### config.mk
export PLATFORM = sky130hd
export DESIGN_NAME = gaussian_filter_3x3
export DESIGN_NICKNAME = d
export VERILOG_FILES = /design/src/rtl/gauss_pkg.sv /design/src/rtl/gauss_pos_cnt.sv /design/src/rtl/gaussian_filter_3x3.sv
export SDC_FILE = /design/constraint.sdc
export NUM_CORES = 1
export LEC_CHECK = 0
export ABC_AREA = 1
export ABC_CLOCK_PERIOD_IN_PS = 2870
export BUFFER_PORTS_ARGS = -buffer_cell sky130_fd_sc_hd__buf_2
export CAP_MARGIN = 20
export CORE_UTILIZATION = 59
export CTS_BUF_LIST = sky130_fd_sc_hd__clkbuf_8
export CTS_CLUSTER_DIAMETER = 100
export CTS_CLUSTER_SIZE = 16
export DETAILED_ROUTE_END_ITERATION = 16
export GPL_ROUTABILITY_DRIVEN = 0
export GPL_TIMING_DRIVEN = 1
export PLACE_DENSITY = 0.82
export SETUP_SLACK_MARGIN = 0.5
export SLEW_MARGIN = 20
export SYNTH_ARGS = -nofsm -noshare
export SYNTH_HDL_FRONTEND = slang
export SYNTH_SLANG_ARGS = --single-unit
### constraint.sdc
create_clock -name video_clk -period 2.87 [get_ports video_clk]
set_clock_uncertainty 0.2 [all_clocks]
set_input_delay 0.1435 -clock video_clk [delete_from_list [all_inputs] [get_ports video_clk]]
set_output_delay 0.1435 -clock video_clk [all_outputs]
set_load 0.005 [all_outputs]
### src/rtl/gauss_pkg.sv
// rtl/gauss_pkg.sv - shared constants and kernel helpers for the 3x3 Gaussian filter
// Ports: none (package)
package gauss_pkg;

    // Kernel 1 2 1 / 2 4 2 / 1 2 1 is separable: each row uses 1 2 1 and the
    // rows are combined with the same 1 2 1 weights.
    localparam int K_OUT = 1;
    localparam int K_MID = 2;

    localparam int ROW_W = 10;
    localparam int SUM_W = 12;

    localparam int ROUND_OFS = 8;
    localparam int SHIFT     = 4;

    localparam logic BORDER_PASS = 1'b0;
    localparam logic BORDER_ZERO = 1'b1;

    function automatic logic [ROW_W-1:0] row_sum(input logic [7:0] a,
                                                 input logic [7:0] b,
                                                 input logic [7:0] c);
        return ROW_W'(K_OUT) * ROW_W'(a) + ROW_W'(K_MID) * ROW_W'(b) + ROW_W'(K_OUT) * ROW_W'(c);
    endfunction

    function automatic logic [SUM_W-1:0] col_sum(input logic [ROW_W-1:0] a,
                                                 input logic [ROW_W-1:0] b,
                                                 input logic [ROW_W-1:0] c);
        return SUM_W'(K_OUT) * SUM_W'(a) + SUM_W'(K_MID) * SUM_W'(b) + SUM_W'(K_OUT) * SUM_W'(c);
    endfunction

endpackage

### src/rtl/gauss_pos_cnt.sv
// rtl/gauss_pos_cnt.sv - pixel position tracker with vs-edge resync and border flag
// Ports:
//   video_clk, rst_n : clock, asynchronous active-low reset
//   de               : pixel valid
//   vs               : vertical sync (active-high); rising edge restarts the frame
//   border           : current pixel lies on the first/last row or column
module gauss_pos_cnt #(
    parameter logic [10:0] IMG_WIDTH  = 11'd1920,
    parameter logic [10:0] IMG_HEIGHT = 11'd1080
) (
    input  logic video_clk,
    input  logic rst_n,
    input  logic de,
    input  logic vs,
    output logic border
);

    localparam logic [11:0] X_LAST = 12'(IMG_WIDTH) - 12'd1;
    localparam logic [11:0] Y_LAST = 12'(IMG_HEIGHT) - 12'd1;

    logic [11:0] x_cnt;
    logic [11:0] y_cnt;
    logic        vs_d;
    logic        vs_rise;
    logic [11:0] tag_x;
    logic [11:0] tag_y;

    // A vs rising edge tags the coincident pixel as (0,0), so the clear
    // overrides the stored position before it is used.
    always_comb begin
        vs_rise = vs & ~vs_d;
        tag_x   = vs_rise ? 12'd0 : x_cnt;
        tag_y   = vs_rise ? 12'd0 : y_cnt;
        border  = (tag_x == 12'd0) || (tag_x == X_LAST) ||
                  (tag_y == 12'd0) || (tag_y == Y_LAST);
    end

    always_ff @(posedge video_clk or negedge rst_n) begin
        if (!rst_n) begin
            vs_d  <= 1'b0;
            x_cnt <= 12'd0;
            y_cnt <= 12'd0;
        end else begin
            vs_d <= vs;
            if (de) begin
                if (tag_x == X_LAST) begin
                    x_cnt <= 12'd0;
                    y_cnt <= (tag_y == Y_LAST) ? 12'd0 : tag_y + 12'd1;
                end else begin
                    x_cnt <= tag_x + 12'd1;
                    y_cnt <= tag_y;
                end
            end else if (vs_rise) begin
                x_cnt <= 12'd0;
                y_cnt <= 12'd0;
            end
        end
    end

endmodule

### src/rtl/gaussian_filter_3x3.sv
// rtl/gaussian_filter_3x3.sv - 3-stage 3x3 Gaussian filter with aligned sync outputs
// Ports:
//   video_clk, rst_n          : pixel clock, asynchronous active-low reset
//   matrix_de/vs/hs           : window valid and syncs from the 3x3 matrix generator
//   matrix11..matrix33        : 8-bit window, row 1 oldest line, column 3 newest pixel
//   gauss_de/vs/hs            : inputs delayed 3 cycles, aligned with gauss_data
//   gauss_data                : filtered pixel (border pixels per BORDER_MODE)
module gaussian_filter_3x3
    import gauss_pkg::*;
#(
    parameter logic [10:0] IMG_WIDTH   = 11'd1920,
    parameter logic [10:0] IMG_HEIGHT  = 11'd1080,
    parameter logic        BORDER_MODE = 1'b0
) (
    input  logic       video_clk,
    input  logic       rst_n,
    input  logic       matrix_de,
    input  logic       matrix_vs,
    input  logic       matrix_hs,
    input  logic [7:0] matrix11,
    input  logic [7:0] matrix12,
    input  logic [7:0] matrix13,
    input  logic [7:0] matrix21,
    input  logic [7:0] matrix22,
    input  logic [7:0] matrix23,
    input  logic [7:0] matrix31,
    input  logic [7:0] matrix32,
    input  logic [7:0] matrix33,
    output logic       gauss_de,
    output logic       gauss_vs,
    output logic       gauss_hs,
    output logic [7:0] gauss_data
);

    logic             border;
    logic [ROW_W-1:0] r1, r2, r3;
    logic [SUM_W-1:0] sum;
    logic [SUM_W-1:0] sum_rnd;
    logic [7:0]       center_d1, center_d2;
    logic             border_d1, border_d2;
    logic [2:0]       sync_d1, sync_d2;

    gauss_pos_cnt #(
        .IMG_WIDTH  (IMG_WIDTH),
        .IMG_HEIGHT (IMG_HEIGHT)
    ) u_pos (
        .video_clk (video_clk),
        .rst_n     (rst_n),
        .de        (matrix_de),
        .vs        (matrix_vs),
        .border    (border)
    );

    // Max sum 4080 + 8 still fits 12 bits, so bits [11:4] never exceed 255.
    assign sum_rnd = sum + SUM_W'(ROUND_OFS);

    always_ff @(posedge video_clk or negedge rst_n) begin
        if (!rst_n) begin
            r1         <= '0;
            r2         <= '0;
            r3         <= '0;
            center_d1  <= '0;
            border_d1  <= 1'b0;
            sync_d1    <= '0;
            sum        <= '0;
            center_d2  <= '0;
            border_d2  <= 1'b0;
            sync_d2    <= '0;
            gauss_de   <= 1'b0;
            gauss_vs   <= 1'b0;
            gauss_hs   <= 1'b0;
            gauss_data <= '0;
        end else begin
            r1        <= row_sum(matrix11, matrix12, matrix13);
            r2        <= row_sum(matrix21, matrix22, matrix23);
            r3        <= row_sum(matrix31, matrix32, matrix33);
            center_d1 <= matrix22;
            border_d1 <= border;
            sync_d1   <= {matrix_de, matrix_vs, matrix_hs};

            sum       <= col_sum(r1, r2, r3);
            center_d2 <= center_d1;
            border_d2 <= border_d1;
            sync_d2   <= sync_d1;

            {gauss_de, gauss_vs, gauss_hs} <= sync_d2;
            if (!sync_d2[2])
                gauss_data <= 8'd0;
            else if (border_d2)
                gauss_data <= (BORDER_MODE == BORDER_ZERO) ? 8'd0 : center_d2;
            else
                gauss_data <= sum_rnd[SHIFT +: 8];
        end
    end

endmodule

======== Word level (Yosys, flattened, before mapping) ========
Index checks and enable logic that the tools add are counted.
storage, ports and cells
  register bits after elaboration ......... 102
  bits in latches ......................... 0
  bits in writable memories ............... 0
  memory bits (read-only) ................. 0
  bits of input ports ..................... 77
  output and inout bits ................... 11
  logic and storage cells ................. 46
  memories ................................ 0
operators by class
  $add $sub $neg .......................... 11
  $mul .................................... 0
  divide/modulo/power cells ............... 0
  order comparisons ....................... 0
  equal/unequal tests ..................... 2
  shift-type cells ........................ 0
  mux-type cells .......................... 9
  bitwise gates (word level) .............. 2
  reductions and logical operators ........ 5
operators by type and width
  cell                                                    count
  two-way mux 12 bit                                      7
  adder 10 x 8 -> 10 bit                                  3
  adder 8 x 9 -> 10 bit                                   3
  adder 12 x 1 -> 12 bit (second input constant)          2
  equality test 12 x 11 -> 1 bit (second input constant)  2
  logical NOT 12 bit                                      2
  two-way mux 8 bit                                       2
  adder 10 x 11 -> 12 bit                                 1
  adder 12 x 10 -> 12 bit                                 1
  adder 12 x 4 -> 12 bit (second input constant)          1
  logical OR 1 bit                                        3
  AND 1 bit                                               1
  NOT 1 bit                                               1

======== Logic depth before layout (Yosys ltp) ========
Gate-level depths: netlist (run 1).
  depth after elaboration ................. 7
  mapped depth ............................ 16
  depth with buffers taken out ............ 14

======== Cells and area by module ========
From an unflattened synthesis (run 1), not the netlist that was laid out.
unflattened totals
  cells, all modules ...................... 687
  area total of the unflattened synthesis .. 6139.6 µm²
modules (own cells, without submodules)
  module               instances  cells each  area an instance (µm²)  sequential area each (µm²)
  gaussian_filter_3x3  1          394         4201.5                  1851.8
  gauss_pos_cnt        1          293         1938.1                  625.6

======== Least setup slack after synthesis (run 1) ========
No wires, ideal clock.
  path kind ............................... input-to-reg
  start ................................... in matrix11[1]
  end ..................................... reg r1[7]
  setup time .............................. 0.080 ns
  arrival ................................. 1.908 ns
  required time ........................... 2.590 ns
  slack ................................... 0.682 ns
  cell stages on the path ................. 11
  path buffers ............................ 0
  path through ............................ inv_1 > fa_1 > inv_1 > ha_1 > fa_1 > nand3_1 > nand3_1 > a21oi_1 > nor2_1 > nor2_1 > xnor2_1
on the way
  word-level cells in the longest chain between the ends .. 2
RTL lines
  what                    line                       source
  start, declared         gaussian_filter_3x3.sv:20  input logic [7:0] matrix11,
  adder 8 x 9 -> 10 bit   gauss_pkg.sv:22            return ROW_W'(K_OUT) * ROW_W'(a) + ROW_W'(K_MID) * ROW_W'(b) + ROW_W'(K_OUT) * ROW_W'(c);
  adder 10 x 8 -> 10 bit  gauss_pkg.sv:22
  end signal, assigned    gaussian_filter_3x3.sv:74  r1 <= row_sum(matrix11, matrix12, matrix13);
  end, declared           gaussian_filter_3x3.sv:36  logic [ROW_W-1:0] r1, r2, r3;
No other way between the ends.

==> impl_summary.txt, run 1 <==
----------------------------------------------------
[Run status]
  Run status ... finished clean

[STA]
  Max-Slew Margin vs Limit ... 61.0%
  RSZ-0062 raised after global routing ... yes
  Total count of max-transition violations in the final report ... 0
  Share of the clock period used by the worst path after layout ... between 80% and 90%
  Setup violations, final ... 0
  Accumulated negative setup slack ... 0 ns
  Worst Hold Slack ... ~0.09 ns
  Clock period minus final worst setup slack ... between 2 and 2.5 ns
  Slew at the pin closest to its max-slew limit ... 0.585 ns
  Final number of hold-violating endpoints ... 0
  Maximum frequency from static timing analysis ... 426 MHz

[Synth]
  Cell type with the largest total area after synthesis ... sky130_fd_sc_hd__dfrtp_1
  Cells after Synth ... 605
  Number of library cell types mapped by synthesis ... 37
  Post-synthesis sequential area ratio ... 42.5%
  Syn nets ... between 700 and 800
  Post-synthesis instance area ... 5780 sq um
  Count of state elements after synthesis ... 98
  Post-Synthesis Mean Instance Area ... approximately 9.5 sq um
  Number of warnings issued by yosys ... 0
  Post-synth top area share ... ~42%
  Leading post-synthesis cells by cell area ... sky130_fd_sc_hd__dfrtp_1, sky130_fd_sc_hd__fa_1, sky130_fd_sc_hd__ha_1

[Power]
  Power per unit of standard cell area ... 753 nW/um^2
  Leakage ... 3.52 nW
  Worst-case vdd ir drop ... 0.588 mV

[Floorplanning]
  Die span in y ... 101 microns
  Die area ... between 10000 and 15000 sq um
  Area inside the core boundary ... 9370 sq um
  # IOs ... 88
  Die boundary width ... 101 microns
  Starting density of the core ... 61.6%
  Number of placement rows ... 35

[Drt]
  Average via count per standard cell ... 5.36
  Drt total wl ... around 12000 microns
  Pre-Repair DR Iteration Count ... 6
  DRC Markers ... 0
  Number of vias in the routed layout ... about 4600
  1st-iter DRT viols ... 257
  WL/cell ... roughly 14 microns
  Antenna Nets Post-Route ... 0

[Clocking]
  Clock Latency Late Sink ... about 0.37 ns
  Longest Clk Path Bufs ... 2
  Clock slew at reported path FFs ... 0.09 ns
  Buffer type at the clock tree root ... sky130_fd_sc_hd__clkbuf_8
  Inserted Clock Buffers ... 9
  Num Clock Sinks ... 98
  Clock tree from TritonCTS ... done
  H-tree levels ... 3

[Global route]
  Maximum number of pins on one net before global-route repair ... 47
  Wire length of the first global-routing pass ... approximately 20000 microns
  Vias in the first global route ... 4592
  Overflow after GRT ... 0
  Initial antenna violation count ... 0
  Total Routing Usage GR ... roughly a quarter

[Setup path]
  Reg2reg setup slack ... 0.52 ns
  Setup crit end ... u_pos.y_cnt[1]
  Buffering stage count on the worst path with inverters included ... 3
  Crit-path most repeated cell ... sky130_fd_sc_hd__nor2_2
  Startpoint types ... flip-flop
  Data required time of the critical path ... a little under 3 ns
  Largest stage delay on the critical path ... ~0.48 ns
  Instance count on the critical path ... 12
  Kind of critical path ... flip-flop to flip-flop
  Worst Path Arrival ... 2.40 ns
  Worst path cell trace ... nor2_2 -> nor2_2 -> ha_4 -> nand2_1 -> inv_1 -> nand3_1 -> nor2_2 -> nand2_1 -> nor2_4 -> buf_4 -> o21ai_0 -> inv_1
  Endpoint type of the worst setup path ... flip-flop
  Max stage delay cell, worst path ... sky130_fd_sc_hd__nor2_2
  Depth of the worst register-to-register path ... 12
  Launch point of the critical path ... sync_d1[1]
  Crit path max-delay family ... simple AND/OR/NAND/NOR gates
  Reg-to-Reg Start ... sync_d1[1]
  Max FO, Critical Path ... 8
  Reg-to-reg endpoint ... u_pos.y_cnt[1]

[Placed design]
  Port bufs ... 87
  Placed wire-length estimate after detailed placement ... 8940 microns

[Final layout]
  Most frequent cells in the layout ... sky130_fd_sc_hd__nand2_1, sky130_fd_sc_hd__dfrtp_1, sky130_fd_sc_hd__inv_1
  Fin util ... 73.6%
  NumNets Final ... slightly below 900
  Final-layout fill cell count ... 643
  Area Overhead vs Synth ... 19.4%
  Count of inserted antenna diode cells ... 0
  Share of cells above drive strength 1 ... 18.5%

[Worst hold path]
  Min-Delay Path Class ... input port to flip-flop

[Run]
  Number of maximum-capacitance constraint violations ... 0

----------------------------------------------------
worst min-delay path by stage:
stage                start             end  slack [ns]  cells after the start
6_report       matrix33[2]           r3[2]        0.09                      3
5_1_grt          matrix_vs  u_pos.y_cnt[5]        0.09                      4
4_1_cts        matrix23[1]           r2[2]        0.08                      3
3_5_place_dp         rst_n           r2[0]       -0.02                      1
3_3_place_gp         rst_n           r2[0]       -0.02                      1
2_1_floorplan        rst_n       border_d1       -0.35                      0
kinds of logic after synthesis:
family | after synthesis | synth area share [%]
AO/OA/AOI/OAI | 64 | 6.22
XOR/XNOR | 36 | 5.46
adder cells (fa/ha/maj) | 74 | 20.3
buffers and inverters | 96 | 6.52
flip-flops | 98 | 42.5
AND/OR/NAND/NOR | 237 | 19.0
worst register-to-register path, cell delays in order, from the launching register on:
cell and delay [ns]:
sky130_fd_sc_hd__dfrtp_1 0.43, sky130_fd_sc_hd__nor2_2 0.48, sky130_fd_sc_hd__nor2_2 0.11, sky130_fd_sc_hd__ha_4 0.21
sky130_fd_sc_hd__nand2_1 0.07, sky130_fd_sc_hd__inv_1 0.04, sky130_fd_sc_hd__nand3_1 0.10, sky130_fd_sc_hd__nor2_2 0.06
sky130_fd_sc_hd__nand2_1 0.14, sky130_fd_sc_hd__nor2_4 0.08, sky130_fd_sc_hd__buf_4 0.14, sky130_fd_sc_hd__o21ai_0 0.13
sky130_fd_sc_hd__inv_1 0.05
per-stage QoR:
| stage | area, sq um | cells | worst slack, ns | power (mW) |
|---|---|---|---|---|
| 4_1_cts | 6810 | 859 | 0.516 | 5.05 |
| 3_5_place_dp | 6360 | 819 | 0.456 | 4.08 |
| 2_1_floorplan | 5780 | 605 | 0.682 | 3.50 |
| 6_report | 6900 | 860 | 0.520 | 5.19 |
| 3_3_place_gp | 6360 | 819 | 0.537 | 3.91 |
| 5_1_grt | 6900 | 860 | 0.443 | 5.59 |
synth_stat cells, drive strengths merged:
library cell,number
o211ai,3
nor2,57
a22oi,1
a21boi,1
ha,41
a21oi,31
o31ai,1
clkbuf,1
nor3b,1
xnor2,11
a221oi,2
buf,3
dfrtp,98
o21a,1
fa,33
a21o,3
inv,91
nand4,18
nand3,44
a31oi,2
and3,1
xor2,25
o21ai,18
nand3b,2
clkinv,1
nand2,101
nor3,13
o2111ai,1
layout make-up:
type                       instances  area, sq um  area share [%]
timing repair buffer             115          708            10.3
clock buffer                      11          151            2.19
multi-input combinational        411         3030            43.9
clock inverter                     4         51.3           0.744
sequential                        98         2450            35.6
tap                              129          161            2.34
inverter                          92          345            5.01
report_power, final:
part	total, mW	leakage (nW)	internal (mW)	switching [mW]
combinational	2.49	2.22	1.09	1.39
clock	0.894	0.101	0.446	0.449
sequential	1.81	1.20	1.66	0.150
metal layers:
| metal | part of all wire, % | GRT usage (%) | wire length [microns] | up-vias |
|---|---|---|---|---|
| met2 | 49 | 43.5 | 5860 | 185 |
| met5 | 0 | 0 | 0 | - |
| li1 | - | - | - | 2190 |
| met4 | 2.9 | 10.9 | 343 | 0 |
| met3 | 5.3 | 4.30 | 636 | 34 |
| met1 | 43 | 31.6 | 5080 | 2200 |
repair_timing:
action	4_1_cts	5_1_grt
setup endpoints to repair	1	20
hold buffers	24	0
hold endpoints to repair	69	0
resized for setup	1	14
buffers inserted	1	1
pin swaps	0	2
state kept, by name, indices dropped and copies added, names as in the netlist:
register and flops:
sync_d1 3, border_d2 1, sync_d2 3, sum 9
center_d1 8, gauss_data 8, border_d1 1, r2 10
r3 10, gauss_vs 1, u_pos.y_cnt 12, gauss_hs 1
u_pos.x_cnt 12, center_d2 8, r1 10, gauss_de 1
Power figures use the tool's default switching activity.
==> run 2, diff against run 1 <==
Settings changed: ABC_AREA 1 to 0, ABC_CLOCK_PERIOD_IN_PS 2870 to 2400, PLACE_DENSITY 0.82 to 0.83.
Clock period 2.87 ns to 2.4 ns, I/O delays scaled along.
==> impl_summary.txt, run 2 <==
----------------------------------------------------
[Final layout]
  Final-layout fill cell count ... 359 (-44%)
  Design area ... 7460 sq um (+8.1%)
  Area Overhead vs Synth ... 39.7%
  Final cell count without fillers ... 747 (-13%)
  Count of inserted antenna diode cells ... 0 (unchanged)
  Most frequent cells in the layout ... sky130_fd_sc_hd__dfrtp_1, sky130_fd_sc_hd__buf_2, sky130_fd_sc_hd__buf_4
  Commonest non-fill, non-tap cell in the layout ... sky130_fd_sc_hd__dfrtp_1
  Fin util ... 85.5% (+12 points)
  Share of cells above drive strength 1 ... 42.1% (+24 points)
  NumNets Final ... 786 (-10%)
  Biggest regs ... u_pos.x_cnt: 12 flops, u_pos.y_cnt: 12 flops

[Synth]
  Leading cell types by count after synthesis ... sky130_fd_sc_hd__dfrtp_1, sky130_fd_sc_hd__nor2_1, sky130_fd_sc_hd__ha_1
  Post-Synthesis Mean Instance Area ... 11.4 sq um (+19%)
  Complex-gate fraction of the synthesized area ... 9.66% (+3.4 points)
  Xor/xnor share of the synthesized area ... 6.23% (+0.78 points)
  Share of synthesized cell area in full adder, half adder and majority cells ... 22.0% (+1.7 points)
  Cells after Synth ... 469 (-22%)
  Count of state elements after synthesis ... 98 (unchanged)
  Async set-reset flop share out of synthesis ... 100% (unchanged)
  Multiplexer area fraction after synthesis ... 0.187% (+0.19 points)
  Number of synthesized flops with an enable pin ... 0 (unchanged)
  Leading cell type by number of instances after synthesis ... sky130_fd_sc_hd__dfrtp_1
  Number of warnings issued by yosys ... 0 (unchanged)
  Most used flip-flop cell after synthesis ... sky130_fd_sc_hd__dfrtp_1
  Post-synthesis sequential area ratio ... 45.9% (+3.5 points)
  Leading post-synthesis cells by cell area ... sky130_fd_sc_hd__dfrtp_1, sky130_fd_sc_hd__fa_1, sky130_fd_sc_hd__ha_1
  Syn nets ... 620 (-18%)
  Post-synth top area share ... 45.9% (+3.5 points)
  Post-synthesis share of cell area spent on and, or, nand and nor gates ... 13.6% (-5.5 points)
  Number of library cell types mapped by synthesis ... 50 (+35%)
  Cell type with the largest total area after synthesis ... sky130_fd_sc_hd__dfrtp_1
  Post-synthesis instance area ... 5340 sq um (-7.6%)
  Combinational family with the most area after synthesis ... adder cells

[Global route]
  Initial antenna violation count ... 0 (unchanged)
  Maximum number of pins on one net before global-route repair ... 43 (-8.5%)
  Vias in the first global route ... 4539 (-1.2%)
  Wire length of the first global-routing pass ... 22000 microns (+11%)
  Total Routing Usage GR ... 30.5% (+5.2 points)
  Overflow after GRT ... 0 (unchanged)

[STA]
  Max-Slew Margin vs Limit ... 68.7% (+7.7 points)
  Accumulated negative setup slack ... -1.23 ns (-1.23 ns)
  Share of the clock period used by the worst path after layout ... 111% (+29 points)
  Final number of hold-violating endpoints ... 2 (+2)
  Slew at the pin closest to its max-slew limit ... 0.469 ns (-0.115 ns)
  Worst Hold Slack ... -0.00502 ns (-0.0951 ns)
  RSZ-0062 raised after global routing ... yes
  Maximum frequency from static timing analysis ... 375 MHz (-12%)
  Total count of max-transition violations in the final report ... 0 (unchanged)
  Clock period minus final worst setup slack ... 2.67 ns (+0.318 ns)
  Final WS setup ... -0.267 ns (-0.788 ns)
  Setup violations, final ... 13 (+13)

[Power]
  Power per unit of standard cell area ... 958 nW/um^2 (+27%)
  Leakage ... 3.40 nW (-3.5%)
  Worst-case vdd ir drop ... 0.594 mV (+1.1%)
  Total chip power ... 7.14 mW (+38%)

[Run]
  Number of maximum-capacitance constraint violations ... 0 (unchanged)

[Setup path]
  Depth of the worst register-to-register path ... 7 (-5)
  Worst Path Arrival ... 2.74 ns (+0.34 ns)
  Endpoint type of the worst setup path ... flip-flop
  Reg2reg setup slack ... -0.27 ns (-0.79 ns)
  Reg-to-reg endpoint ... sum[11]
  Startpoint types ... flip-flop
  Setup crit end ... sum[11]
  Data required time of the critical path ... 2.48 ns (-0.44 ns)
  Reg-to-Reg Start ... r1[3]
  Kind of critical path ... flip-flop to flip-flop
  Max FO, Critical Path ... 3 (-5)
  Launch point of the critical path ... r1[3]

[Worst hold path]
  Min-Delay Path Class ... input port to async pin

[Placed design]
  Port bufs ... 87 (unchanged)
  Placed Cells incl. Taps ... 669 (-18%)
  Dpl ws ... -0.200 ns (-0.655 ns)
  Placed wire-length estimate after detailed placement ... 7890 microns (-12%)
  Area after detailed placement ... 6160 sq um (-3.2%)

[Clocking]
  Clock tree from TritonCTS ... done
  Clock slew at reported path FFs ... 0.10 ns (about the same)
  Num Clock Sinks ... 98 (unchanged)
  Inserted Clock Buffers ... 9 (unchanged)
  Buffer type at the clock tree root ... sky130_fd_sc_hd__clkbuf_8
  H-tree levels ... 3 (unchanged)
  Longest Clk Path Bufs ... 2 (unchanged)
  Clock Latency Late Sink ... 0.39 ns (+0.02 ns)

[Floorplanning]
  Number of placement rows ... 34 (-2.9%)
  # IOs ... 88 (unchanged)
  Starting density of the core ... 61.2% (-0.42 points)
  Die boundary width ... 97.1 microns (-3.8%)
  Die span in y ... 97.1 microns (-3.8%)
  Die area ... 9430 sq um (-7.4%)
  Area inside the core boundary ... 8720 sq um (-6.9%)

[Run status]
  Failing checks ... negative hold slack, negative setup slack
  Run status ... finished, violations left

[Drt]
  WL/cell ... 23.0 microns (+66%)
  Antenna Nets Post-Route ... 0 (unchanged)
  Pre-Repair DR Iteration Count ... 5 (-1)
  Number of vias in the routed layout ... 4602 (-0.15%)
  DRC Markers ... 0 (unchanged)
  Drt total wl ... 17200 microns (+44%)
  Average via count per standard cell ... 6.16 (+15%)
  1st-iter DRT viols ... 323 (+26%)

----------------------------------------------------
==> run 2: worst min-delay path by stage <==
stage	start	cells after the start	endpoint	slack, ns
2_1_floorplan	rst_n	0	border_d1	-0.38
6_report	rst_n	2	center_d1[0]	-0.005
3_5_place_dp	rst_n	1	gauss_hs	-0.13
5_1_grt	rst_n	2	center_d1[7]	0.02
4_1_cts	rst_n	2	center_d1[0]	0.009
3_3_place_gp	rst_n	1	gauss_hs	-0.13
==> run 2: cells by family (layout without fill, tap and decap cells) <==
family                     count (synthesis)  after routing
adders and majority gates                 74             74
and+or+nand+nor                          141            142
DFF                                       98             98
buffers and inverters                     32            201
xor gates and xnor gates                  38             38
muxes                                      1              1
AOI/OAI and AO/OA                         85             85
==> run 2: where the power goes <==
group	total [mW]	switching [mW]	internal [mW]
Clock	1.32	0.627	0.692
Sequential	2.22	0.240	1.98
Combinational	3.60	2.05	1.56
==> run 2: layout make-up <==
cell class / instances / area, sq um / share of cell area, %
multi-input combinational: 340 / 3310 / 44.4
timing repair buffer: 161 / 1190 / 16.0
tap: 108 / 135 / 1.81
sequential: 98 / 2460 / 32.9
inverter: 25 / 121 / 1.63
clock inverter: 6 / 115 / 1.54
clock buffer: 9 / 124 / 1.66
==> run 2: what timing repair did <==
| action | in CTS | in global routing |
|---|---|---|
| pin swaps | 26 | 39 |
| resized for setup | 40 | 77 |
| buffers inserted | 20 | 22 |
| endpoints found under the setup margin | 36 | 41 |
| hold buffers | 20 | 0 |
| cloned | 1 | 0 |
| hold endpoints to repair | 124 | 0 |
==> run 2: layer usage <==
metal  vias up  track usage [%]  wire, microns
met3       109             5.32           1470
met2       318             51.0           8270
met4         0             20.1           1270
met1      2244             36.4           6150
met5         -                0              0
li1       1931                -              -
==> run 2: worst max-delay path, stage by stage (launching register included) <==
cell	delay, ns
sky130_fd_sc_hd__dfrtp_1	0.42
sky130_fd_sc_hd__fa_1	0.52
sky130_fd_sc_hd__ha_2	0.22
sky130_fd_sc_hd__or3_4	0.42
sky130_fd_sc_hd__o221ai_4	0.26
sky130_fd_sc_hd__a31oi_4	0.15
sky130_fd_sc_hd__o21ai_1	0.25
sky130_fd_sc_hd__nand2b_1	0.11
